`src/rtl/snake_step_ctrl_if.sv`:
```
// Step handshake between the head scheduler and the body/collision logic.
// The master offers a new head position and direction; the slave accepts it and
// returns the collision result for that step.
interface snake_step_ctrl_if #(
    parameter int unsigned XW = 4,
    parameter int unsigned YW = 4
);
    logic          step_valid;
    logic          step_ready;
    logic          collide;
    logic [2:0]    step_dir;
    logic [XW-1:0] head_x;
    logic [YW-1:0] head_y;

    modport master (
        output step_valid,
        output step_dir,
        output head_x,
        output head_y,
        input  step_ready,
        input  collide
    );

    modport slave (
        input  step_valid,
        input  step_dir,
        input  head_x,
        input  head_y,
        output step_ready,
        output collide
    );
endinterface

```
`src/rtl/snake_step_ctrl.sv`:
```
// Snake head step scheduler: divides clk into move ticks, advances the head with
// playfield wrap-around, offers each step over valid/ready and tracks game state.
module snake_step_ctrl #(
    parameter int unsigned GRID_W   = 16,
    parameter int unsigned GRID_H   = 12,
    parameter int unsigned XW       = 4,
    parameter int unsigned YW       = 4,
    parameter int unsigned TICK_DIV = 5000000,
    parameter int unsigned CNT_W    = 23
) (
    input  logic                clk,
    input  logic                reset,
    input  logic                start,
    input  logic                pause,
    input  logic [2:0]          dir,
    snake_step_ctrl_if.master   step,
    output logic [1:0]          state,
    output logic [15:0]         step_count
);

    typedef enum logic [1:0] {
        StIdle = 2'b00,
        StRun  = 2'b01,
        StWait = 2'b10,
        StDead = 2'b11
    } state_e;

    localparam logic [XW-1:0]    XMax    = XW'(GRID_W - 1);
    localparam logic [YW-1:0]    YMax    = YW'(GRID_H - 1);
    localparam logic [XW-1:0]    XCentre = XW'(GRID_W / 2);
    localparam logic [YW-1:0]    YCentre = YW'(GRID_H / 2);
    localparam logic [CNT_W-1:0] CntLast = CNT_W'(TICK_DIV - 1);

    state_e        state_q, state_d;
    logic [CNT_W-1:0] cnt_q, cnt_d;
    logic [XW-1:0] head_x_q, head_x_d;
    logic [YW-1:0] head_y_q, head_y_d;
    logic [2:0]    step_dir_q, step_dir_d;
    logic          valid_q, valid_d;
    logic [15:0]   count_q, count_d;

    // Direction for a tick: codes with bit 2 set keep the previous heading.
    logic [2:0]    mv_dir;
    logic [XW-1:0] mv_x;
    logic [YW-1:0] mv_y;

    // Next head position one cell along mv_dir, wrapping at the playfield edges.
    always_comb begin
        mv_dir = dir[2] ? step_dir_q : dir;
        mv_x   = head_x_q;
        mv_y   = head_y_q;
        case (mv_dir[1:0])
            2'b00:   mv_x = (head_x_q == XMax) ? '0 : head_x_q + XW'(1);
            2'b01:   mv_x = (head_x_q == '0) ? XMax : head_x_q - XW'(1);
            2'b10:   mv_y = (head_y_q == '0) ? YMax : head_y_q - YW'(1);
            default: mv_y = (head_y_q == YMax) ? '0 : head_y_q + YW'(1);
        endcase
    end

    // Game FSM and datapath next-state.
    always_comb begin
        state_d    = state_q;
        cnt_d      = cnt_q;
        head_x_d   = head_x_q;
        head_y_d   = head_y_q;
        step_dir_d = step_dir_q;
        valid_d    = valid_q;
        count_d    = count_q;
        unique case (state_q)
            StIdle: begin
                if (start) begin
                    state_d = StRun;
                    cnt_d   = '0;
                end
            end
            StRun: begin
                if (!pause) begin
                    if (cnt_q == CntLast) begin
                        cnt_d      = '0;
                        step_dir_d = mv_dir;
                        head_x_d   = mv_x;
                        head_y_d   = mv_y;
                        valid_d    = 1'b1;
                        state_d    = StWait;
                    end else begin
                        cnt_d = cnt_q + CNT_W'(1);
                    end
                end
            end
            StWait: begin
                if (valid_q && step.step_ready) begin
                    valid_d = 1'b0;
                    if (step.collide) begin
                        state_d = StDead;
                    end else begin
                        if (count_q != 16'hFFFF) begin
                            count_d = count_q + 16'd1;
                        end
                        state_d = StRun;
                    end
                end
            end
            StDead: begin
                valid_d = 1'b0;
                if (start) begin
                    head_x_d   = XCentre;
                    head_y_d   = YCentre;
                    count_d    = '0;
                    cnt_d      = '0;
                    step_dir_d = 3'b000;
                    state_d    = StRun;
                end
            end
            default: state_d = StIdle;
        endcase
    end

    // State registers with synchronous reset.
    always_ff @(posedge clk) begin
        if (reset) begin
            state_q    <= StIdle;
            cnt_q      <= '0;
            head_x_q   <= XCentre;
            head_y_q   <= YCentre;
            step_dir_q <= 3'b000;
            valid_q    <= 1'b0;
            count_q    <= '0;
        end else begin
            state_q    <= state_d;
            cnt_q      <= cnt_d;
            head_x_q   <= head_x_d;
            head_y_q   <= head_y_d;
            step_dir_q <= step_dir_d;
            valid_q    <= valid_d;
            count_q    <= count_d;
        end
    end

    assign step.step_valid = valid_q;
    assign step.step_dir   = step_dir_q;
    assign step.head_x     = head_x_q;
    assign step.head_y     = head_y_q;
    assign state           = state_q;
    assign step_count      = count_q;

endmodule

```
`src/flat_wrapper.sv`:
```
// flat-port wrapper written by rule: the top's interface ports become plain ports
module snake_step_ctrl_flat 
#(
    parameter int unsigned GRID_W   = 16,
    parameter int unsigned GRID_H   = 12,
    parameter int unsigned XW       = 4,
    parameter int unsigned YW       = 4,
    parameter int unsigned TICK_DIV = 5000000,
    parameter int unsigned CNT_W    = 23
)
  (clk, reset, start, pause, dir, state, step_count, step_step_valid, step_step_dir, step_head_x, step_head_y, step_step_ready, step_collide);
  snake_step_ctrl_if #(.XW(XW), .YW(YW)) step_i ();
  input  logic clk;
  input  logic reset;
  input  logic start;
  input  logic pause;
  input  logic [2:0] dir;
  output logic [1:0] state;
  output logic [15:0] step_count;
  output wire logic [$bits(step_i.step_valid)-1:0] step_step_valid;
  output wire logic [$bits(step_i.step_dir)-1:0] step_step_dir;
  output wire logic [$bits(step_i.head_x)-1:0] step_head_x;
  output wire logic [$bits(step_i.head_y)-1:0] step_head_y;
  input wire logic [$bits(step_i.step_ready)-1:0] step_step_ready;
  input wire logic [$bits(step_i.collide)-1:0] step_collide;
  assign step_step_valid = step_i.step_valid;
  assign step_step_dir = step_i.step_dir;
  assign step_head_x = step_i.head_x;
  assign step_head_y = step_i.head_y;
  assign step_i.step_ready = step_step_ready;
  assign step_i.collide = step_collide;
  snake_step_ctrl #(.GRID_W(GRID_W), .GRID_H(GRID_H), .XW(XW), .YW(YW), .TICK_DIV(TICK_DIV), .CNT_W(CNT_W)) u_core (.clk(clk), .reset(reset), .start(start), .pause(pause), .dir(dir), .step(step_i), .state(state), .step_count(step_count));
endmodule
```
`config.mk`:
```
export PLATFORM = sky130hd
export DESIGN_NAME = snake_step_ctrl_flat
export DESIGN_NICKNAME = d
export VERILOG_FILES = /design/src/rtl/snake_step_ctrl_if.sv /design/src/rtl/snake_step_ctrl.sv /design/src/flat_wrapper.sv
export SDC_FILE = /design/constraint.sdc
export NUM_CORES = 1
export LEC_CHECK = 0
export CORE_ASPECT_RATIO = 0.75
export CORE_MARGIN = 1
export CORE_UTILIZATION = 55
export DETAILED_ROUTE_END_ITERATION = 8
export GPL_ROUTABILITY_DRIVEN = 0
export HOLD_SLACK_MARGIN = 0.03
export PLACE_DENSITY_LB_ADDON = 0.25
export SETUP_SLACK_MARGIN = 0.3
export SLEW_MARGIN = 20
export SYNTH_ARGS = -nofsm -noshare
export SYNTH_HDL_FRONTEND = slang
export SYNTH_SLANG_ARGS = --single-unit
```
`constraint.sdc`:
```
create_clock -name clk -period 6.3 [get_ports clk]
set_clock_uncertainty 0.2 [all_clocks]
set_input_delay 1.575 -clock clk [delete_from_list [all_inputs] [get_ports clk]]
set_output_delay 1.575 -clock clk [all_outputs]
set_load 0.01 [all_outputs]
```
### Word-level counts from Yosys, hierarchy flattened

Cells that the tools add are included.

| storage, ports and cells | value |
|---|---|
| bits in registers | 53 |
| bits of input ports | 9 |
| output and inout port bits | 30 |
| logic and storage cells | 90 |

| operators by class | value |
|---|---|
| add/subtract/negate cells | 6 |
| equal/unequal tests | 19 |
| multiplexer cells | 38 |
| reduce and logical (&&, ||, !) cells | 19 |

Operators with widths:

| kind | count |
|---|---|
| 23-bit two-way mux | 3 |
| 16-bit two-way mux | 4 |
| 23-bit case mux with 2 select lines | 1 |
| 4-bit two-way mux | 10 |
| 16-bit case mux with 2 select lines | 1 |
| 4-bit case mux with 2 select lines | 4 |
| 23-bit by 1-bit adder with 23-bit output (second input constant) | 1 |
| 23-bit equality test (second input constant) | 1 |
| 5-bit AND reduction | 4 |
| 16-bit by 1-bit adder with 16-bit output (second input constant) | 1 |
| 16-bit != test (second input constant) | 1 |
| 3-bit two-way mux | 4 |
| 4-bit AND reduction | 3 |
| 2-bit two-way mux | 5 |
| 2-bit != test (second input constant) | 5 |
| 4-bit by 1-bit adder with 4-bit output (second input constant) | 2 |
| 4-bit equality test (second input constant) | 2 |
| 4-bit zero test | 2 |
| 2-bit by 1-bit != test with 1-bit output (second input constant) | 4 |
| 4-bit by 1-bit subtractor with 4-bit output (second input constant) | 2 |
| 2-bit equality test (second input constant) | 3 |
| 2-bit case mux with 3 select lines | 1 |
| 3-bit case mux with 2 select lines | 1 |
| 2-bit nonzero test | 3 |
| other kinds (9) | 14 |

### Longest topological paths before layout

| depth | value |
|---|---|
| depth after elaboration | 7 |
| depth in mapped cells | 10 |
| depth with buffers taken out | 7 |

### Worst setup path after synthesis

Ideal clock, no wire load.

| path | value |
|---|---|
| kind | input to register |
| from | in step_collide |
| to | reg u_core.count_q[8], in the netlist u_core.step_count[8] |
| setup time | 0.070 ns |
| arrival time | 2.950 ns |
| required time | 6.030 ns |
| path slack | 3.081 ns |
| cell stages on the path | 5 |
| buffers on the path | 0 |
| cell sequence | nand3b_1 -> a2111oi_2 -> nand2_1 -> or4_1 -> a21oi_1 |

| between the ends | value |
|---|---|
| word-level cells in the longest chain between the ends | 2 |

RTL lines:

| what | line | source |
|---|---|---|
| start, declared | flat_wrapper.sv:25 | `input wire logic [$bits(step_i.collide)-1:0] step_collide;` |
| 2-bit != test (no line) | n/a |  |
| 5-bit AND reduction (no line) | n/a |  |
| end signal, assigned | snake_step_ctrl.sv:135 | `count_q <= count_d;` |
| end, declared | snake_step_ctrl.sv:40 | `logic [15:0] count_q, count_d;` |

No other way between the ends.
A chain may end at the register's enable or synchronous reset.

==> flow_metrics.py <==
metrics = {
    "power_and_ir_drop": {
        "power.sequential.fraction": 0.395,
        "p_per_area_nw_per_um2": 259,
        "cell_internal_pwr_uw": 559,
        "netSwitchingFraction": 0.406,
        "total_leakage_power_uw": 0.00119,
        "p_sw_uw": 382,
        "combinationalPowerShare": 0.387,
        "worst_ir_drop_vdd_uv": 137,
        "clk_network_pwr_share": 0.218,
    },
    "grt": {
        "grt_util_all_layers": 0.256,
        "grt_overflow_total": 0,
        "grt_start_max_net_pins": 22,
        "grt_pass1_wl_um": 12000,
        "first_global_vias": 2516,
        "grt_antenna_before_repair": 0,
    },
    "clocking": {
        "ctsRootBufferMaster": "sky130_fd_sc_hd__clkbuf_8",
        "cts-htree-levels": 2,
        "cts-hold-fix-buffers": 0,
        "cts_inserted_buffers": 5,
        "clk_sinks": 52,
        "cts_tree": "done",
        "cts_repair_resize_count": 0,
        "clk_latency_ps": 310,
        "cts_setup_buffers": 0,
        "cts.clk_slew.worst_paths_ps": 100,
        "longest_clk_path_bufs": 2,
    },
    "timing": {
        "setup_tns_ps": 0,
        "final_critical_path_setup_slack_ps": 2300,
        "worstMarginPinSlew_ps": 784,
        "final.period_utilization": 0.635,
        "rsz0062_at_grt": "false",
        "finalHoldViolCount": 0,
        "fmax_ghz": 0.250,
        "setup_viol": 0,
        "min_period_ps": 4000,
        "finalMaxSlewViolations": 0,
        "maxSlewHeadroom": 0.475,
    },
    "floorplan": {
        "start_util": 0.576,
        "pin_count": 39,
        "fp.dieArea_um2": 5980,
        "coreArea_um2": 5410,
        "fp.dieH_um": 67.2,
        "die_width_um": 88.9,
        "core.rowCount": 23,
    },
    "setup_path": {
        "reg2reg_setup_slack_ps": 3340,
        "critical_path_class": "input pin to flip-flop",
        "r2r_worst_path_depth": 6,
        "critPathRequiredTime_ps": 6350,
        "cp-end-kind": "flip-flop",
        "crit_path_start": "reset",
        "critical_path.endpoint": "u_core.cnt_q[16]$_SDFFE_PP0P_",
        "critical_path.startpoint_type": "input pin",
        "worst_r2r_endpoint": "u_core.step_count[12]$_SDFFE_PP0P_",
        "largest_fanout_on_the_critical_path": 21,
        "critical_path.reg2reg.startpoint": "u_core.state[0]$_SDFFE_PP0P_",
        "crit_arrival_ps": 4060,
    },
    "final_layout": {
        "num-nets-final": 436,
        "multiInputGateArea_um2": 1940,
        "layout_commonest_cell": "sky130_fd_sc_hd__dfxtp_1",
        "diodes": 0,
        "final_layout_size_suffix_gt1_frac": 0.0598,
        "areaGrowthSynthToFinish_pct": 16.5,
        "final_util": 0.672,
        "fill_cells": 500,
        "leading_cell_types_in_the_layout_fill_and_taps_excluded": "sky130_fd_sc_hd__dfxtp_1, sky130_fd_sc_hd__clkdlybuf4s50_1, sky130_fd_sc_hd__a21oi_1, sky130_fd_sc_hd__nor2_1, sky130_fd_sc_hd__nand2_1",
        "layout.area.seq_um2": 1040,
    },
    "synthesis": {
        "postSynthAreaPerCell_um2": 8.10,
        "yosys_top_cell_area_share": 0.334,
        "most_instantiated_flip_flop_cell_in_the_synthesis_netlist": "sky130_fd_sc_hd__dfxtp_1",
        "synth_enable_flop_cells": 0,
        "netlist-cell-type-count": 61,
        "yosys-top-cells-area": "sky130_fd_sc_hd__dfxtp_1, sky130_fd_sc_hd__a21oi_1, sky130_fd_sc_hd__ha_1, sky130_fd_sc_hd__nand2_1, sky130_fd_sc_hd__nor2_1",
        "mappedNetlistArea_um2": 3120,
        "syn-num-nets": 404,
        "synth_largest_area_cell": "sky130_fd_sc_hd__dfxtp_1",
        "synthCells": 385,
        "synth.yosys.seq_area_share": 0.334,
        "asyncSetResetFlopFracSynth": 0,
        "postSynthRegisterBits": 52,
        "ys.warnings.count": 0,
    },
    "run_status": {
        "status": "finished, final reports clean",
    },
    "flow_run": {
        "drv_cap": 0,
    },
    "route": {
        "detail_route.first_pass.iterations": 5,
        "vias": 3040,
        "route.detailed.wl_per_inst_um": 15.2,
        "drc": 0,
        "totalWireLength_um": 7490,
        "drt-initial-drc-count": 218,
        "drt-vias-per-instance": 6.17,
        "antenna_left": 0,
    },
    "place": {
        "dpl_worst_slack_ps": 2040,
        "io_buffer_count": 37,
        "dp.final_hpwl_um": 5370,
    },
    "hold_path": {
        "timing.hold.worst.class": "flip-flop to flip-flop",
    },
}
-- Yosys cell counts, drive strengths merged, types with 3 or more instances --
cell and instances:
dfxtp 52, a21oi 33, nand2 33, nor2 33, inv 21, nand3 21
o21ai 16, nand4 15, xor2 11, ha 10, mux2i 9, a31oi 8
o31ai 8, or3 8, and3 7, clkbuf 7, o211ai 7, and4 6
buf 6, or4 6, xnor2 6, nor3 5, nor4b 5, and2 4
nand2b 4, nor4 4, a2111oi 3, nand3b 3, or4b 3
-- logic make-up after synthesis --
kind of cell	share of synthesized area
AND/OR/NAND/NOR	0.289
AO/OA/AOI/OAI	0.208
flip-flops	0.334
buffers and inverters	0.0437
XOR/XNOR	0.0478
multiplexers	0.0361
adder cells (fa/ha/maj)	0.0401
other	0.00120
-- per-layer routing --
layer,vias to the layer above,routed length (µm),GRT usage
li1,1497,-,-
met1,1420,3740,0.378
met2,113,3240,0.380
met3,10,414,0.0465
met4,0,89,0.0754
met5,-,0,0
-- registers in the layout, indices dropped and copies added (netlist names) --
register                count
u_core.step.head_y          4
u_core.step.head_x          4
u_core.step_count          16
u_core.step.step_dir        2
u_core.step.step_valid      1
u_core.cnt_q               23
u_core.state                2
-- power groups by stage --
stage | Combinational, µW | Sequential, µW | Clock, µW
floorplan | 253 | 378 | 0
global placement | 344 | 377 | 0
detailed placement | 351 | 378 | 0
CTS | 355 | 371 | 208
global route | 399 | 374 | 223
finish | 365 | 372 | 205
-- critical path: stages --
cell                              delay [ps]
sky130_fd_sc_hd__clkdlybuf4s50_1         810
sky130_fd_sc_hd__inv_1                   460
sky130_fd_sc_hd__nand2_1                 110
sky130_fd_sc_hd__a2111oi_2               340
sky130_fd_sc_hd__buf_4                   230
sky130_fd_sc_hd__or3b_2                  450
sky130_fd_sc_hd__nand3_1                  80
-- per-stage QoR --
stage          power [µW]  cells  hold WS, ps  area [µm²]
2_1_floorplan         631    385          262        3120
3_3_place_gp          721    485          278        3530
3_5_place_dp          729    485          289        3530
4_1_cts               935    493          304        3630
5_1_grt               996    493          357        3630
6_report              941    493          301        3630
-- worst min-delay path by stage --
stage,end,from,depth (start not counted)
global route,u_core.cnt_q[9]$_SDFFE_PP0P_,u_core.cnt_q[9]$_SDFFE_PP0P_,2
global placement,u_core.cnt_q[1]$_SDFFE_PP0P_,u_core.cnt_q[1]$_SDFFE_PP0P_,2
detailed placement,u_core.cnt_q[9]$_SDFFE_PP0P_,u_core.cnt_q[9]$_SDFFE_PP0P_,2
CTS,u_core.cnt_q[9]$_SDFFE_PP0P_,u_core.cnt_q[9]$_SDFFE_PP0P_,2
finish,u_core.cnt_q[9]$_SDFFE_PP0P_,u_core.cnt_q[9]$_SDFFE_PP0P_,2
floorplan,u_core.cnt_q[1]$_SDFFE_PP0P_,u_core.cnt_q[1]$_SDFFE_PP0P_,2
-- final cells by class --
cell class,count,share of cell area
clock inverter,2,0.00413
multi-input combinational,299,0.535
sequential,52,0.287
clock buffer,6,0.0227
timing repair buffer,38,0.104
inverter,21,0.0217
tap,75,0.0258
Note: power is estimated with default switching activity, not from simulation.
